===== config.mk =====
export PLATFORM = sky130hd
export DESIGN_NAME = param_wb_cache
export DESIGN_NICKNAME = d
export VERILOG_FILES = /design/src/rtl/param_wb_cache.sv
export SDC_FILE = /design/constraint.sdc
export NUM_CORES = 2
export LEC_CHECK = 0
export CORE_ASPECT_RATIO = 1.5
export CORE_MARGIN = 5
export CORE_UTILIZATION = 35
export DETAILED_ROUTE_END_ITERATION = 8
export MAX_ROUTING_LAYER = met4
export PLACE_DENSITY_LB_ADDON = 0.1
export SLEW_MARGIN = 0
export SYNTH_ARGS = -nofsm -noshare
export SYNTH_HDL_FRONTEND = slang
export SYNTH_SLANG_ARGS = --single-unit

===== constraint.sdc =====
create_clock -name clock -period 27.1 [get_ports clock]
set_input_delay 5.42 -clock clock [delete_from_list [all_inputs] [get_ports clock]]
set_output_delay 5.42 -clock clock [all_outputs]
set_load 0.01 [all_outputs]

===== src/rtl/param_wb_cache.sv =====
// Parametrised write-back, write-allocate, set-associative data cache (1 or 2 ways, true LRU).
// Misses evict through a block-wide memory port with a req/done handshake on both sides.
module param_wb_cache #(
  parameter int ADDR_W          = 10,
  parameter int DATA_W          = 32,
  parameter int WORDS_PER_BLOCK = 4,
  parameter int NUM_SETS        = 4,
  parameter int WAYS            = 2
) (
  input  logic                              clock,
  input  logic                              reset_n,
  input  logic                              cpu_req,
  input  logic                              cpu_rw,
  input  logic [ADDR_W-1:0]                 cpu_addr,
  input  logic [DATA_W-1:0]                 cpu_wdata,
  output logic                              cpu_ready,
  output logic                              cpu_done,
  output logic [DATA_W-1:0]                 cpu_rdata,
  output logic                              hit_miss,
  output logic                              mem_req,
  output logic                              mem_rw,
  output logic [ADDR_W-1:0]                 mem_addr,
  output logic [DATA_W*WORDS_PER_BLOCK-1:0] mem_wdata,
  input  logic [DATA_W*WORDS_PER_BLOCK-1:0] mem_rdata,
  input  logic                              mem_done
);

  localparam int WO_BITS = $clog2(WORDS_PER_BLOCK);
  localparam int IX_BITS = $clog2(NUM_SETS);
  localparam int WO_W    = (WO_BITS > 0) ? WO_BITS : 1;
  localparam int IX_W    = (IX_BITS > 0) ? IX_BITS : 1;
  localparam int IX_LSB  = 2 + WO_BITS;
  localparam int TAG_LSB = IX_LSB + IX_BITS;
  localparam int TAG_W   = ADDR_W - TAG_LSB;
  localparam int BLK_W   = DATA_W * WORDS_PER_BLOCK;

  typedef enum logic [1:0] {
    ST_IDLE      = 2'd0,
    ST_LOOKUP    = 2'd1,
    ST_WRITEBACK = 2'd2,
    ST_ALLOCATE  = 2'd3
  } state_e;

  state_e                         state_r;
  state_e                         next_state_s;
  logic                           req_rw_r;
  logic [ADDR_W-1:0]              req_addr_r;
  logic [DATA_W-1:0]              req_wdata_r;
  logic                           miss_flag_r;
  logic                           victim_r;
  logic                           gap_r;
  logic [DATA_W-1:0]              rdata_hold_r;

  logic [NUM_SETS-1:0][WAYS-1:0]  valid_r;
  logic [NUM_SETS-1:0][WAYS-1:0]  dirty_r;
  logic [NUM_SETS-1:0]            lru_r;
  logic [TAG_W-1:0]               tag_r  [NUM_SETS][WAYS];
  logic [BLK_W-1:0]               data_r [NUM_SETS][WAYS];

  logic [WO_W-1:0]                req_word_s;
  logic [IX_W-1:0]                req_index_s;
  logic [TAG_W-1:0]               req_tag_s;
  logic [1:0]                     match_s;
  logic [1:0]                     valid_pad_s;
  logic                           hit_s;
  logic                           hit_way_s;
  logic                           victim_s;
  logic                           victim_wb_s;
  logic [BLK_W-1:0]               hit_blk_s;
  logic [DATA_W-1:0]              rd_word_s;
  logic                           done_s;
  logic                           mem_req_s;
  logic                           mem_rw_s;
  logic                           mem_take_s;
  logic [ADDR_W-1:0]              mem_addr_s;
  logic [BLK_W-1:0]               mem_wdata_s;

  function automatic logic [ADDR_W-1:0] block_addr(input logic [TAG_W-1:0] tag,
                                                   input logic [IX_W-1:0]  idx);
    block_addr = (ADDR_W'(tag) << TAG_LSB) |
                 ((ADDR_W'(idx) & ADDR_W'(NUM_SETS - 1)) << IX_LSB);
  endfunction

  function automatic logic [DATA_W-1:0] pick_word(input logic [BLK_W-1:0] blk,
                                                  input logic [WO_W-1:0]  w);
    pick_word = DATA_W'(blk >> (int'(w) * DATA_W));
  endfunction

  function automatic logic [BLK_W-1:0] merge_word(input logic [BLK_W-1:0]  blk,
                                                  input logic [WO_W-1:0]   w,
                                                  input logic [DATA_W-1:0] d);
    logic [BLK_W-1:0] mask;
    mask       = BLK_W'({DATA_W{1'b1}}) << (int'(w) * DATA_W);
    merge_word = (blk & ~mask) | (BLK_W'(d) << (int'(w) * DATA_W));
  endfunction

  assign req_word_s  = WO_W'((req_addr_r >> 2) & ADDR_W'(WORDS_PER_BLOCK - 1));
  assign req_index_s = IX_W'((req_addr_r >> IX_LSB) & ADDR_W'(NUM_SETS - 1));
  assign req_tag_s   = TAG_W'(req_addr_r >> TAG_LSB);

  // Tag compare and victim choice; missing second way reads as a valid non-match
  always_comb begin
    match_s     = 2'b00;
    valid_pad_s = 2'b11;
    for (int w = 0; w < WAYS; w++) begin
      match_s[w]     = valid_r[req_index_s][w] && (tag_r[req_index_s][w] == req_tag_s);
      valid_pad_s[w] = valid_r[req_index_s][w];
    end
    hit_s       = |match_s;
    hit_way_s   = match_s[1];
    victim_s    = (!valid_pad_s[0]) ? 1'b0 : ((!valid_pad_s[1]) ? 1'b1 : lru_r[req_index_s]);
    victim_wb_s = valid_r[req_index_s][victim_s] && dirty_r[req_index_s][victim_s];
    hit_blk_s   = data_r[req_index_s][hit_way_s];
    rd_word_s   = pick_word(hit_blk_s, req_word_s);
  end

  // Next-state and handshake outputs
  always_comb begin
    next_state_s = state_r;
    done_s       = 1'b0;
    mem_req_s    = 1'b0;
    mem_rw_s     = 1'b0;
    mem_addr_s   = '0;
    mem_wdata_s  = '0;
    case (state_r)
      ST_IDLE: begin
        if (cpu_req) begin
          next_state_s = ST_LOOKUP;
        end else begin
          next_state_s = ST_IDLE;
        end
      end
      ST_LOOKUP: begin
        if (hit_s) begin
          done_s       = 1'b1;
          next_state_s = ST_IDLE;
        end else if (victim_wb_s) begin
          next_state_s = ST_WRITEBACK;
        end else begin
          next_state_s = ST_ALLOCATE;
        end
      end
      ST_WRITEBACK: begin
        mem_req_s   = 1'b1;
        mem_rw_s    = 1'b1;
        mem_addr_s  = block_addr(tag_r[req_index_s][victim_r], req_index_s);
        mem_wdata_s = data_r[req_index_s][victim_r];
        if (mem_done) begin
          next_state_s = ST_ALLOCATE;
        end else begin
          next_state_s = ST_WRITEBACK;
        end
      end
      ST_ALLOCATE: begin
        // gap_r holds mem_req low for one cycle after a write-back completes
        mem_req_s  = ~gap_r;
        mem_addr_s = block_addr(req_tag_s, req_index_s);
        if (mem_done && !gap_r) begin
          next_state_s = ST_LOOKUP;
        end else begin
          next_state_s = ST_ALLOCATE;
        end
      end
      default: begin
        next_state_s = ST_IDLE;
      end
    endcase
    mem_take_s = mem_done && mem_req_s;
  end

  // State, request latch and per-line valid/dirty/LRU bookkeeping
  always_ff @(posedge clock or negedge reset_n) begin
    if (!reset_n) begin
      state_r      <= ST_IDLE;
      req_rw_r     <= 1'b0;
      req_addr_r   <= '0;
      req_wdata_r  <= '0;
      miss_flag_r  <= 1'b0;
      victim_r     <= 1'b0;
      gap_r        <= 1'b0;
      rdata_hold_r <= '0;
      valid_r      <= '0;
      dirty_r      <= '0;
      lru_r        <= '0;
    end else begin
      state_r <= next_state_s;
      gap_r   <= 1'b0;
      case (state_r)
        ST_IDLE: begin
          if (cpu_req) begin
            req_rw_r    <= cpu_rw;
            req_addr_r  <= cpu_addr;
            req_wdata_r <= cpu_wdata;
            miss_flag_r <= 1'b0;
          end
        end
        ST_LOOKUP: begin
          if (hit_s) begin
            rdata_hold_r        <= rd_word_s;
            lru_r[req_index_s]  <= (WAYS == 2) ? ~hit_way_s : 1'b0;
            if (req_rw_r) begin
              dirty_r[req_index_s][hit_way_s] <= 1'b1;
            end
          end else begin
            miss_flag_r <= 1'b1;
            victim_r    <= victim_s;
          end
        end
        ST_WRITEBACK: begin
          if (mem_take_s) begin
            dirty_r[req_index_s][victim_r] <= 1'b0;
            gap_r                          <= 1'b1;
          end
        end
        ST_ALLOCATE: begin
          if (mem_take_s) begin
            valid_r[req_index_s][victim_r] <= 1'b1;
            dirty_r[req_index_s][victim_r] <= 1'b0;
          end
        end
        default: begin
          gap_r <= 1'b0;
        end
      endcase
    end
  end

  // Tag and data storage; contents are don't-care until the valid bit is set
  always_ff @(posedge clock) begin
    if ((state_r == ST_LOOKUP) && hit_s && req_rw_r) begin
      data_r[req_index_s][hit_way_s] <= merge_word(hit_blk_s, req_word_s, req_wdata_r);
    end
    if ((state_r == ST_ALLOCATE) && mem_take_s) begin
      data_r[req_index_s][victim_r] <= mem_rdata;
      tag_r[req_index_s][victim_r]  <= req_tag_s;
    end
  end

  assign cpu_ready = (state_r == ST_IDLE);
  assign cpu_done  = done_s;
  assign cpu_rdata = done_s ? rd_word_s : rdata_hold_r;
  assign hit_miss  = done_s & ~miss_flag_r;
  assign mem_req   = mem_req_s;
  assign mem_rw    = mem_rw_s;
  assign mem_addr  = mem_addr_s;
  assign mem_wdata = mem_wdata_s;

endmodule


* Word-level counts from Yosys, hierarchy flattened
Memories as Yosys holds them, arrays and structs flattened.
Cells that the tools add are included.
** Word-level totals
- Register bits :: 100
- Memory bits (writable) :: 1056
- Bits of input ports :: 175
- Output and inout port bits :: 175
- Logic and storage cells :: 661
- Memories :: 2
** Cells by class
- Order comparisons :: 11
- Equality and inequality tests :: 10
- Shift operators :: 3
- Multiplexer cells :: 321
- Bitwise operators :: 272
- Reductions and logical operators :: 25
** Memories
- data_r :: depth 4, bits a word 256, read ports 1, clocked after memory_dff 0, write ports 1, RTL line 58 : logic [BLK_W-1:0] data_r [NUM_SETS][WAYS];
- tag_r :: depth 4, bits a word 8, read ports 1, clocked after memory_dff 0, write ports 1, RTL line 57 : logic [TAG_W-1:0] tag_r [NUM_SETS][WAYS];
** Operator list (number)
- $mux 128 :: 9
- $mux 256 :: 2
- $mux 1 :: 278
- $demux 128 s1 :: 2
- $or 1x1->1 :: 256
- $and 128x128->128 :: 1
- $not 128->128 :: 1
- $or 128x128->128 :: 1
- $shl 32x7->128 :: 1
- $shl 32x7->128 const A :: 1
- $shr 128x7->32 :: 1
- $mux 32 :: 1
- $mux 8 :: 4
- $or 10x6->10 :: 2
- $pmux 10 s2 :: 1
- $mux 4 :: 4
- $or 8x8->8 :: 2
- $pmux 8 s2 :: 1
- $logic_and 1x1->1 :: 13
- $mux 2 :: 6
- $and 8x8->8 :: 1
- $bmux 2 s2 :: 2
- $demux 2 s2 :: 2
- $eq 4x4->1 :: 2
- 28 further kinds :: 48

* Depth between registers and ports, before layout
- Word-level depth :: 13
- Depth in mapped cells :: 9
- Depth with buffers taken out :: 6

* Worst setup path before layout
Ideal clock, no wire load.
- Path kind :: input-to-reg
- Start :: in mem_done
- End :: mem data_r[0][128] (netlist bit), enable pin
- Library setup time :: 658 ps
- Arrival time :: 12400 ps
- Data required time :: 26442 ps
- Path slack :: 14042 ps
- Stages on the path :: 6
- Buffers on the path :: 3
- Cell sequence :: nand2_1 or3_1 clkbuf_1 clkbuf_1 clkbuf_1 a21oi_1
** Between the ends
- Longest elaborated chain between the ends :: 5
** Ends and longest elaborated chain
- start: declaration :: RTL line 25 : input logic mem_done
- $logic_and 1x1->1 :: RTL line 168 : mem_take_s = mem_done && mem_req_s;
- $logic_and 1x1->1 :: RTL line 233 : if ((state_r == ST_ALLOCATE) && mem_take_s) begin
- $mux 1 :: RTL line 233
- $mux 256 (not written as such) :: RTL line 234 : data_r[req_index_s][victim_r] <= mem_rdata;
- $or 1x1->1 (no line)
- end: declaration :: RTL line 58
Every way passes these cells.

* Worst setup path after layout
- Start :: reg req_addr_r[5]
- End :: out cpu_rdata[16]
** Between the ends
- Longest elaborated chain between the ends :: 9
- Elaborated cells between the ends (all ways) :: 17
- Classes of those cells :: eq/ne (2); shift (1); mux (8); bitwise (1); reduce/logical (3); memory (2)
** Ends and longest elaborated chain
- start: declaration :: RTL line 47 : logic [ADDR_W-1:0] req_addr_r;
- start signal: assignment :: RTL line 192 : req_addr_r <= cpu_addr;
- $mem_v2 4x8 or $bmux 2 s2 (tied branches)
- $eq 4x4->1 or $mux 2 (tied branches) :: RTL line 106 : match_s[w] = valid_r[req_index_s][w] && (tag_r[req_index_s][w] == req_tag_s);
- $logic_and 1x1->1 :: RTL line 106
- $not 1->2 (not written as such) :: RTL line 113 : hit_blk_s = data_r[req_index_s][hit_way_s];
- $mux 128 (not written as such) (3 in series) :: RTL line 113
- $shr 128x7->32 :: RTL line 86 : pick_word = DATA_W'(blk >> (int'(w) * DATA_W));
- $mux 32 (*) :: RTL line 241 : assign cpu_rdata = done_s ? rd_word_s : rdata_hold_r;
- end: declaration :: RTL line 18 : output logic [DATA_W-1:0] cpu_rdata,
Every way passes the cells marked *; elsewhere a longest branch is shown, timed or not. The select of a mux whose other input is x is not followed.

==> key figures <==
Critical path
  – Worst path bufs/invs: 5
  – Worst path top cell family by delay: buffers and inverters
  – CP startpoint kind: flop
  – Arr. time, crit path: 7480 ps
  – Slowest CP cell: dfrtp_4
  – Worst-path fanout max: 64
  – Worst-path cell chain: buf_4 -> mux4_2 -> xnor2_1 -> nand2_1 -> nor2_4 -> buf_4 -> buf_4 -> buf_4 -> mux2_2 -> mux2_2 -> clkdlybuf4s50_1
  – R2R setup slack: 20490 ps
  – Worst path max stage delay: 1100 ps
  – Cell mode on critical path: buf_4
  – WS Path Type: reg -> out
  – Crit end category: primary output
  – WP data required: 21680 ps

Floorplan
  – Die Footprint: 0.155 mm2
  – # IOs: 350
  – Core area: 0.146 mm2
  – DIE HEIGHT: 479 um
  – Initial Util: 35.1%
  – Die Width: 323 um
  – Row count: 172

STA
  – Final hold viol count: 0
  – Hold_ws: 468 ps
  – Unrepaired setup endpoints after global routing: no
  – Tcrit/Tclk final: 47.6%
  – Fmax: 77.5 MHz
  – Post-Route Skew: 29.9 ps
  – Endpoints failing setup: 0
  – Pins Over Slew Limit: 0
  – Rel. slew slack: 22.0%
  – Worst-Margin Slew: 1170 ps
  – Setup TNS: 0 ps
  – Fin crit period: 12900 ps

Global route
  – Initial antenna violation count: 16
  – First-pass GRT wire length: 248 mm
  – Vias in the first global route: 33200
  – Grt met3 use: 4.66%
  – Met2 Track Usage GR: 36.9%
  – Grt peak-use layer: met2
  – Met1 GRT Util: 29.8%
  – Largest net degree at the start of global routing: 129
  – Total gr overflow: 0
  – Gr usage total: 23.1%

Routing
  – DRC Markers: 0
  – Vias/cell: 5.88
  – Post-DRT Antenna Nets: 0
  – First-pass DRT Iterations: 8
  – Final wirelength: 176 mm
  – WL/cell: 32.3 um
  – DR vias: 32100
  – DRT iter0 DRCs: 3127

Logic synthesis
  – Post-Syn Area: 0.0513 mm2
  – Post-synth ARST share: 8.49%
  – Yosys warns: 0
  – Post-synth cell types: 36
  – Cell count after synthesis: 3145
  – Main synth FF type: edfxtp_1
  – #FFs+latches synth: 1154
  – Top cells by area in the synthesized netlist: edfxtp_1, mux4_2, dfrtp_1, a221oi_1, nor2_1
  – Avg Inst Size Synth: 16.3 um2
  – Area leader, netlist: edfxtp_1
  – Post-synth EDFFs: 1056
  – Share of the synthesized area in the top cell type: 61.8%
  – Register area share after synthesis: 66.5%

Place
  – Buffers on Ports: 343
  – DP HPWL: 100 mm
  – RePlAce Congestion: 0.774

Hold path
  – Worst Hold Class: reg -> reg

Power
  – Gate power share: 42.0%
  – Switching Power: 2990 uW
  – Sw Ratio: 37.4%
  – Power per cell area: 131 mW/mm2
  – Seq pwr share: 36.2%
  – Clock power share: 21.8%
  – Leak: 0.0194 uW
  – Total power: 8000 uW
  – Internal: 5010 uW
  – Worst vdd ir: 60.5 uV

Flow run
  – Max-Cap Viols: 0

Cells and area
  – Fillers: 13100
  – Storage cell area: 0.0342 mm2
  – Share of layout cells above drive strength 1: 20.8%
  – Synthesis-to-finish area growth: 18.7%
  – Multi-input gate area: 0.0162 mm2
  – Layout Nets: 3590
  – Core Util, Final: 41.7%

Clocking
  – Cts repair resizes: 0
  – Cts hold-fix bufs: 0
  – Max H-tree Level: 3
  – Root Buffer: clkbuf_16
  – Clk Latency, worst-skew pair: 740 ps
  – Clock-pin transition on the worst setup and hold timing paths: 60 ps
  – Postcts setup bufs: 0
  – Maximum buffer depth of the clock tree: 3
  – Clock Sinks: 1154
  – CTS buffer count: 116
  – CTS tree: done

Status
  – Status: finished, final reports clean
-- routing by layer --
layer,up-vias,wire length (um),part of all wire [%]
met1,17100,71000,40
met5,-,0,0
li1,13200,-,-
met3,272,14000,8.0
met4,0,5430,3.1
met2,1518,85700,49
-- power groups by stage --
stage / sequential (uW) / combinational, uW / clock (uW)
finish: 2900 / 3360 / 1740
global route: 2920 / 3610 / 1850
CTS: 2900 / 3390 / 1780
detailed placement: 2940 / 3380 / 0
global placement: 2920 / 3300 / 0
floorplan: 2800 / 2190 / 0
-- cell usage after synthesis (2+ instances only) --
cell      instances
o21ai_1           4
a21o_1            3
mux2i_1         133
dfrtp_1          98
nand2b_1          6
clkbuf_1        185
buf_6             4
nor3_1            5
a221oi_1        256
a21oi_1         146
buf_2            27
mux4_2          332
xnor2_1           8
buf_4            26
edfxtp_1       1056
nand2_1         268
buf_1            16
a31oi_1           5
or3_1             2
nor2b_1           3
inv_1             6
or2_2            10
nand3_1           5
mux2_2          106
o21ai_0          14
nor2_1          403
and2_1            9
-- sequential cells by signal, summed over array words and instances (netlist names), 2 cells and up --
signal,cells
lru_r,4
data_r,1024
state_r,2
valid_r,8
req_wdata_r,32
dirty_r,8
tag_r,32
req_addr_r,8
rdata_hold_r,32
-- layout make-up --
type | instances | area share, %
Antenna cell | 16 | 0.0657
Clock buffer | 148 | 5.16
Clock inverter | 73 | 1.62
Inverter | 6 | 0.0452
Multi-Input combinational cell | 1730 | 26.6
Sequential cell | 1154 | 56.1
Tap cell | 1914 | 3.93
Timing Repair Buffer | 407 | 6.49
-- placed cells by master, fill, tap and decap left out, types with 106 or more instances in the layout --
| cell | instances |
|---|---|
| edfxtp_1 | 1056 |
| nor2_1 | 397 |
| clkdlybuf4s50_1 | 342 |
| mux4_2 | 332 |
| nand2_1 | 266 |
| a221oi_1 | 256 |
| a21oi_1 | 140 |
| mux2i_1 | 133 |
| clkbuf_16 | 117 |
| mux2_2 | 106 |
-- final timing paths --
kind,cells past startpoint,startpoint,to
worst max-delay path,11,req_addr_r[5],cpu_rdata[16]
worst min-delay path,1,valid_r[5],valid_r[5]
worst min register to register,1,valid_r[5],valid_r[5]
worst max register to register,10,req_addr_r[5],data_r[0][132]
min in group asynchronous,1,reset_n,rdata_hold_r[23]
max in group asynchronous,2,reset_n,req_addr_r[3]
-- metrics by stage --
step                      setup slack [ps]  cells  area, um2
final                                14200   5448      60900
after detailed placement             14910   5211      56800
after global placement               14870   5211      56800
after CTS                            14070   5432      60900
after global routing                 13900   5445      60900
after floorplan                      14040   3148      51400
-- cells by family (layout without fill, tap and decap cells) --
logic type	Yosys count	after routing	synth area share, %
mux	572	572	19.5
flops	1154	1154	66.5
simple gates	714	714	5.41
xor+xnor	8	8	0.136
other cells	1	20	0.00730
compound gates	432	432	6.13
buf+inv	264	634	2.24
-- worst reg2reg max path: cells and delay by family (launching register included) --
family | cells | cell delay [ps]
flops | 1 | 1100
xor+xnor | 1 | 150
compound gates | 1 | 240
mux | 1 | 500
buf+inv | 4 | 2880
simple gates | 3 | 1250
No activity file was read; power rests on OpenSTA's default activity.
